## src/rtl/uart_bus_pkg.sv

```systemverilog
// Shared command/response encodings and FSM state type for the UART Wishbone
// execution stage.
package uart_bus_pkg;

  localparam logic [1:0] CMD_READ    = 2'b00;
  localparam logic [1:0] CMD_WRITE   = 2'b01;
  localparam logic [1:0] CMD_ADDR    = 2'b10;
  localparam logic [1:0] CMD_SPECIAL = 2'b11;

  localparam logic [1:0] RSP_RDATA   = 2'b00;
  localparam logic [1:0] RSP_WACK    = 2'b01;
  localparam logic [1:0] RSP_ADDR    = 2'b10;
  localparam logic [1:0] RSP_SPECIAL = 2'b11;

  localparam logic [31:0] ERR_BUS     = 32'hFFFF_FFFE;
  localparam logic [31:0] ERR_TIMEOUT = 32'hFFFF_FFFF;

  typedef enum logic [1:0] {
    ST_IDLE,
    ST_REQ,
    ST_WAIT,
    ST_RESP
  } state_e;

endpackage

```

## src/rtl/uart_wb_watchdog.sv

```systemverilog
// Bus watchdog: counts cycles while a bus transaction is outstanding and flags
// expiry on the LIMIT-th cycle. Cleared whenever a new command is accepted.
module uart_wb_watchdog #(
  parameter int unsigned LIMIT = 1024
) (
  input  logic i_clk,
  input  logic i_rst_n,
  input  logic i_clear,
  input  logic i_run,
  output logic o_expired
);

  localparam int unsigned CW = $clog2(LIMIT + 1);

  logic [CW-1:0] cnt_q;

  // Cycle counter, held when the bus is idle
  always_ff @(posedge i_clk or negedge i_rst_n) begin
    if (!i_rst_n) begin
      cnt_q <= '0;
    end else if (i_clear) begin
      cnt_q <= '0;
    end else if (i_run) begin
      cnt_q <= cnt_q + CW'(1);
    end
  end

  assign o_expired = i_run && (cnt_q == CW'(LIMIT - 1));

endmodule

```

## src/rtl/uart_wb_exec.sv

```systemverilog
// Executes decoded UART commands as single Wishbone pipelined transactions and
// returns one response word per command. Optional bus watchdog is enabled by
// defining UART_WB_TIMEOUT_EN.
module uart_wb_exec
  import uart_bus_pkg::*;
#(
  parameter int unsigned AW             = 30,
  parameter int unsigned TIMEOUT_CYCLES = 1024
) (
  input  logic          i_clk,
  input  logic          i_rst_n,
  input  logic          i_cmd_stb,
  input  logic [33:0]   i_cmd_word,
  output logic          o_cmd_busy,
  output logic          o_wb_cyc,
  output logic          o_wb_stb,
  output logic          o_wb_we,
  output logic [AW-1:0] o_wb_addr,
  output logic [31:0]   o_wb_data,
  input  logic          i_wb_stall,
  input  logic          i_wb_ack,
  input  logic          i_wb_err,
  input  logic [31:0]   i_wb_data,
  output logic          o_rsp_stb,
  output logic [33:0]   o_rsp_word
);

  state_e        state_q, state_d;
  logic          cyc_q, cyc_d;
  logic          stb_q, stb_d;
  logic          we_q, we_d;
  logic [AW-1:0] addr_q, addr_d;
  logic [31:0]   wdata_q, wdata_d;
  logic [33:0]   rsp_q, rsp_d;
  logic          wd_expired;

`ifdef UART_WB_TIMEOUT_EN
  logic wd_clear;
  logic wd_run;

  assign wd_clear = (state_q == ST_IDLE) && i_cmd_stb;
  assign wd_run   = (state_q == ST_REQ) || (state_q == ST_WAIT);

  uart_wb_watchdog #(
    .LIMIT(TIMEOUT_CYCLES)
  ) u_watchdog (
    .i_clk    (i_clk),
    .i_rst_n  (i_rst_n),
    .i_clear  (wd_clear),
    .i_run    (wd_run),
    .o_expired(wd_expired)
  );
`else
  assign wd_expired = 1'b0;
`endif

  // State and datapath registers
  always_ff @(posedge i_clk or negedge i_rst_n) begin
    if (!i_rst_n) begin
      state_q <= ST_IDLE;
      cyc_q   <= 1'b0;
      stb_q   <= 1'b0;
      we_q    <= 1'b0;
      addr_q  <= '0;
      wdata_q <= '0;
      rsp_q   <= '0;
    end else begin
      state_q <= state_d;
      cyc_q   <= cyc_d;
      stb_q   <= stb_d;
      we_q    <= we_d;
      addr_q  <= addr_d;
      wdata_q <= wdata_d;
      rsp_q   <= rsp_d;
    end
  end

  // Next-state: command acceptance, bus handshake, completion and response
  always_comb begin
    state_d = state_q;
    cyc_d   = cyc_q;
    stb_d   = stb_q;
    we_d    = we_q;
    addr_d  = addr_q;
    wdata_d = wdata_q;
    rsp_d   = rsp_q;

    unique case (state_q)
      ST_IDLE: begin
        if (i_cmd_stb) begin
          unique case (i_cmd_word[33:32])
            CMD_READ, CMD_WRITE: begin
              we_d    = i_cmd_word[32];
              wdata_d = i_cmd_word[31:0];
              cyc_d   = 1'b1;
              stb_d   = 1'b1;
              state_d = ST_REQ;
            end
            CMD_ADDR: begin
              addr_d  = i_cmd_word[AW-1:0];
              rsp_d   = {RSP_ADDR, 32'(i_cmd_word[AW-1:0])};
              state_d = ST_RESP;
            end
            default: begin
              rsp_d   = {RSP_SPECIAL, 1'b0, i_cmd_word[30:0]};
              state_d = ST_RESP;
            end
          endcase
        end
      end
      ST_REQ: begin
        if (!i_wb_stall) begin
          stb_d   = 1'b0;
          state_d = ST_WAIT;
        end
      end
      ST_RESP: begin
        state_d = ST_IDLE;
      end
      default: ;
    endcase

    // Completion is shared by WAIT and the stall-release cycle of REQ, so it
    // overrides the REQ->WAIT step above; err outranks ack, both outrank expiry.
    if ((state_q == ST_WAIT) || ((state_q == ST_REQ) && !i_wb_stall)) begin
      if (i_wb_err) begin
        cyc_d   = 1'b0;
        stb_d   = 1'b0;
        rsp_d   = {RSP_SPECIAL, ERR_BUS};
        state_d = ST_RESP;
      end else if (i_wb_ack) begin
        cyc_d   = 1'b0;
        stb_d   = 1'b0;
        rsp_d   = we_q ? {RSP_WACK, wdata_q} : {RSP_RDATA, i_wb_data};
        addr_d  = addr_q + AW'(1);
        state_d = ST_RESP;
      end else if (wd_expired) begin
        cyc_d   = 1'b0;
        stb_d   = 1'b0;
        rsp_d   = {RSP_SPECIAL, ERR_TIMEOUT};
        state_d = ST_RESP;
      end
    end else if ((state_q == ST_REQ) && wd_expired) begin
      cyc_d   = 1'b0;
      stb_d   = 1'b0;
      rsp_d   = {RSP_SPECIAL, ERR_TIMEOUT};
      state_d = ST_RESP;
    end
  end

  assign o_cmd_busy = (state_q != ST_IDLE);
  assign o_rsp_stb  = (state_q == ST_RESP);
  assign o_rsp_word = rsp_q;
  assign o_wb_cyc   = cyc_q;
  assign o_wb_stb   = stb_q;
  assign o_wb_we    = we_q;
  assign o_wb_addr  = addr_q;
  assign o_wb_data  = wdata_q;

endmodule

```

## config.mk

```make
export PLATFORM = sky130hd
export DESIGN_NAME = uart_wb_exec
export DESIGN_NICKNAME = d
export VERILOG_FILES = /design/src/rtl/uart_bus_pkg.sv /design/src/rtl/uart_wb_watchdog.sv /design/src/rtl/uart_wb_exec.sv
export SDC_FILE = /design/constraint.sdc
export NUM_CORES = 1
export LEC_CHECK = 0
export ABC_CLOCK_PERIOD_IN_PS = 2750
export BUFFER_PORTS_ARGS = -buffer_cell sky130_fd_sc_hd__buf_2
export CORE_UTILIZATION = 50
export DETAILED_ROUTE_END_ITERATION = 6
export GPL_TIMING_DRIVEN = 0
export PLACE_DENSITY = 0.8
export SLEW_MARGIN = 40
export SYNTH_ARGS = -nofsm -noshare
export SYNTH_HDL_FRONTEND = slang
export SYNTH_HIERARCHICAL = 1
export SYNTH_SLANG_ARGS = --single-unit
```

## constraint.sdc

```tcl
create_clock -name i_clk -period 2.75 [get_ports i_clk]
set_input_delay 0.55 -clock i_clk [delete_from_list [all_inputs] [get_ports i_clk]]
set_output_delay 0.55 -clock i_clk [all_outputs]
set_load 0.005 [all_outputs]
```

==> impl_metrics.csv <==
group,metric,value,unit
run_status,status,"completed",
detailed_routing,m1WireLength,6160,um
clocking,clk_latency,0.38,ns
die,fp.dieW,102,um
clocking,clock_sinks,101,
detailed_routing,first_pass_iters,7,
clocking,cts_resized,0,
sta,rsz0062_at_grt,"false",
sta,hold_viol,0,
power,ir_drop,571,uV
synth,synth_cell_types,50,
final_layout,nFillCells,782,
critical_path,critical_path_class,"flip-flop to flip-flop",
place,hpwlAfterDp,10700,um
synth,syn_nets,551,
sta,slew_headroom,0.492,
die,num_rows,36,
global_routing,grt_pass1_vias,4635,
detailed_routing,drt_wl_total,14800,um
clocking,post_cts.repair.setup_buffers,0,
critical_path,start_kind,"flip-flop",
sta,min_period,2.42,ns
synth,synth_top_flop_cell,"dfrtp_1",
global_routing,grt_pass1_wl,22900,um
sta,tightest_slew,0.759,ns
critical_path,required,3.05,ns
sta,min_period_over_period,0.880,
die,io_pins,173,
synth,synth_edf_count,0,
clocking,htreeDepth,3,
critical_path,worstPathMaxFanout,10,
detailed_routing,vias_per_cell,5.87,
final_layout,multi_input_area,0.00230,mm2
clocking,hold_buffers,0,
detailed_routing,ant_nets,0,
critical_path,crit_start,"state_q[1]",
clocking,clkTransAtPathRegs,0.11,ns
synth,yosys_warnings,6,
clocking,cts_tree,"yes",
detailed_routing,drcViolationCount,0,
final_layout,final_area,0.00624,mm2
sta,setup_viol_count_final,0,
synth,synth_area_per_cell,10.4,um2
synth,synthArstFlopShare,1.00,
run,drv_cap,0,
die,start_util,0.513,
place,port_buffers,172,
detailed_routing,wl_met2,7200,um
critical_path,cp-end-kind,"flip-flop",
place,placed_area,0.00604,mm2
global_routing,grt_max_degree,52,
detailed_routing,top_layer,"met4",
detailed_routing,wl_per_cell,18.4,um
clocking,clockRootBuffer,"clkbuf_8",
sta,drv_slew,0,
synth,synth_area,0.00497,mm2
detailed_routing,drtIter0Drc,305,
final_layout,final_cell_mix,"buf_2 (181), dfrtp_1 (101), nand2_1 (82)",
final_layout,register_area,0.00253,mm2
detailed_routing,wl_met3,1080,um
clocking,cts_max_path_buffers,2,
sta,finClkSkew,0.0162,ns
sta,max_freq,0.413,GHz
final_layout,diodes,0,
detailed_routing,vias,4701,
global_routing,grt.overflow.total,0,
critical_path,rr_startpoint,"state_q[1]",
sta,fin_setup_tns,0,ns
clocking,cts-buffers-inserted,9,
final_layout,layout-drive-gt1-share,0.365,
critical_path,critPathArrivalTime,2.72,ns
synth,ys_ff_latch,101,
synth,netlist_instances,478,
power,leakage,0.00289,uW
die,die_h,102,um
hold_path,hold_class,"input port to asynchronous set/reset pin",
global_routing,grtUsageTotal,0.291,
final_layout,layout.cells.most_common,"buf_2",
final_layout,finalNetCount,736,
final_layout,areaGrowthSynthToFinish,25.6,%
power,power_per_cell_area,1070,mW/mm2
synth,yosysSeqAreaShare,0.509,
die,core_area,0.00968,mm2
global_routing,antenna_found_initial,0,
place,finalWeightedCongestion,0.844,
die,die_area,0.0103,mm2
power,finalPower,6680,uW
==> flip-flops by register name, summed over array words and instances, names as in the netlist <==
name / cells
o_wb_stb: 1
o_wb_we: 1
o_rsp_word: 34
o_wb_cyc: 1
state_q: 2
o_wb_data: 32
o_wb_addr: 30
==> where the power goes <==
part | internal (uW) | leakage [uW] | total (uW) | switching (uW)
clock | 354 | 0.0000947 | 939 | 586
combinational | 1440 | 0.00166 | 2930 | 1500
sequential | 2190 | 0.00114 | 2810 | 622
total | 3980 | 0.00289 | 6680 | 2700
==> cell usage after synthesis, types with 3 or more instances <==
library cell  instances  area [um2]
dfrtp_1             101        2530
nand2_1              82         308
mux2_2               33         372
mux2i_1              33         330
a32oi_1              30         263
nor2_1               30         113
clkbuf_1             20        75.1
a21oi_1              13        65.1
nand3_1              13        65.1
a211oi_1             11        82.6
buf_2                10        50.1
o21ai_0              10        50.1
a311oi_1              9        78.8
nand4_1               9        56.3
and3_1                8        50.1
nor3_1                8        40.0
o22ai_1               6        37.5
and4_1                5        43.8
inv_1                 5        18.8
a31oi_1               3        18.8
nand2b_1              3        18.8
o211ai_1              3        22.5
==> critical path: stages, from the launching register on <==
cell and delay [ns]:
dfrtp_1 0.44, nand4bb_1 0.21, clkbuf_1 0.22, nor2_1 0.63, clkbuf_1 0.52, nand2_1 0.12
a31oi_1 0.19
==> metal layers <==
metal,vias up,global-route usage
li1,2160,-
met1,2291,0.379
met2,222,0.479
met3,28,0.0580
met4,0,0.116
met5,-,0
==> kinds of logic (layout without fill, tap and decap cells) <==
kind of cell,Yosys count,count (layout),share of synthesized area
compound gates,101,101,0.153
xor+xnor,1,1,0.00176
flops,101,101,0.509
mux,66,66,0.141
simple gates,172,172,0.163
fa+ha+maj,1,1,0.00252
buf+inv,36,226,0.0297
==> cell type report <==
class                      instances  share of cell area
sequential                       101               0.405
multi-input combinational        341               0.369
timing repair buffer             174               0.145
tap                              133              0.0267
buffer                            31              0.0207
clock buffer                       9              0.0199
clock inverter                     7              0.0104
inverter                           5             0.00301
==> per-stage QoR <==
| stage | setup WS [ns] | utilization | instances | hold WS, ns |
|---|---|---|---|---|
| floorplan | 0.632 | - | 478 | 0.254 |
| global placement | 0.0998 | 0.619 | 783 | 0.470 |
| detailed placement | 0.157 | 0.624 | 784 | 0.488 |
| CTS | 0.325 | 0.643 | 800 | 0.0739 |
| global route | 0.142 | 0.644 | 801 | 0.0805 |
| finish | 0.331 | 0.644 | 801 | 0.0647 |
==> final timing paths <==
| kind | to | slack, ns | cells past startpoint |
|---|---|---|---|
| max | o_wb_addr[1] | 0.33 | 6 |
| min | o_wb_data[31] | 0.06 | 1 |
| max reg2reg | o_wb_addr[1] | 0.33 | 6 |
| min reg2reg | o_wb_cyc | 0.52 | 1 |
| max in group asynchronous | o_wb_data[19] | 2.09 | 2 |
| min in group i_clk | o_wb_data[31] | 0.41 | 2 |
Power figures use the tool's default switching activity.
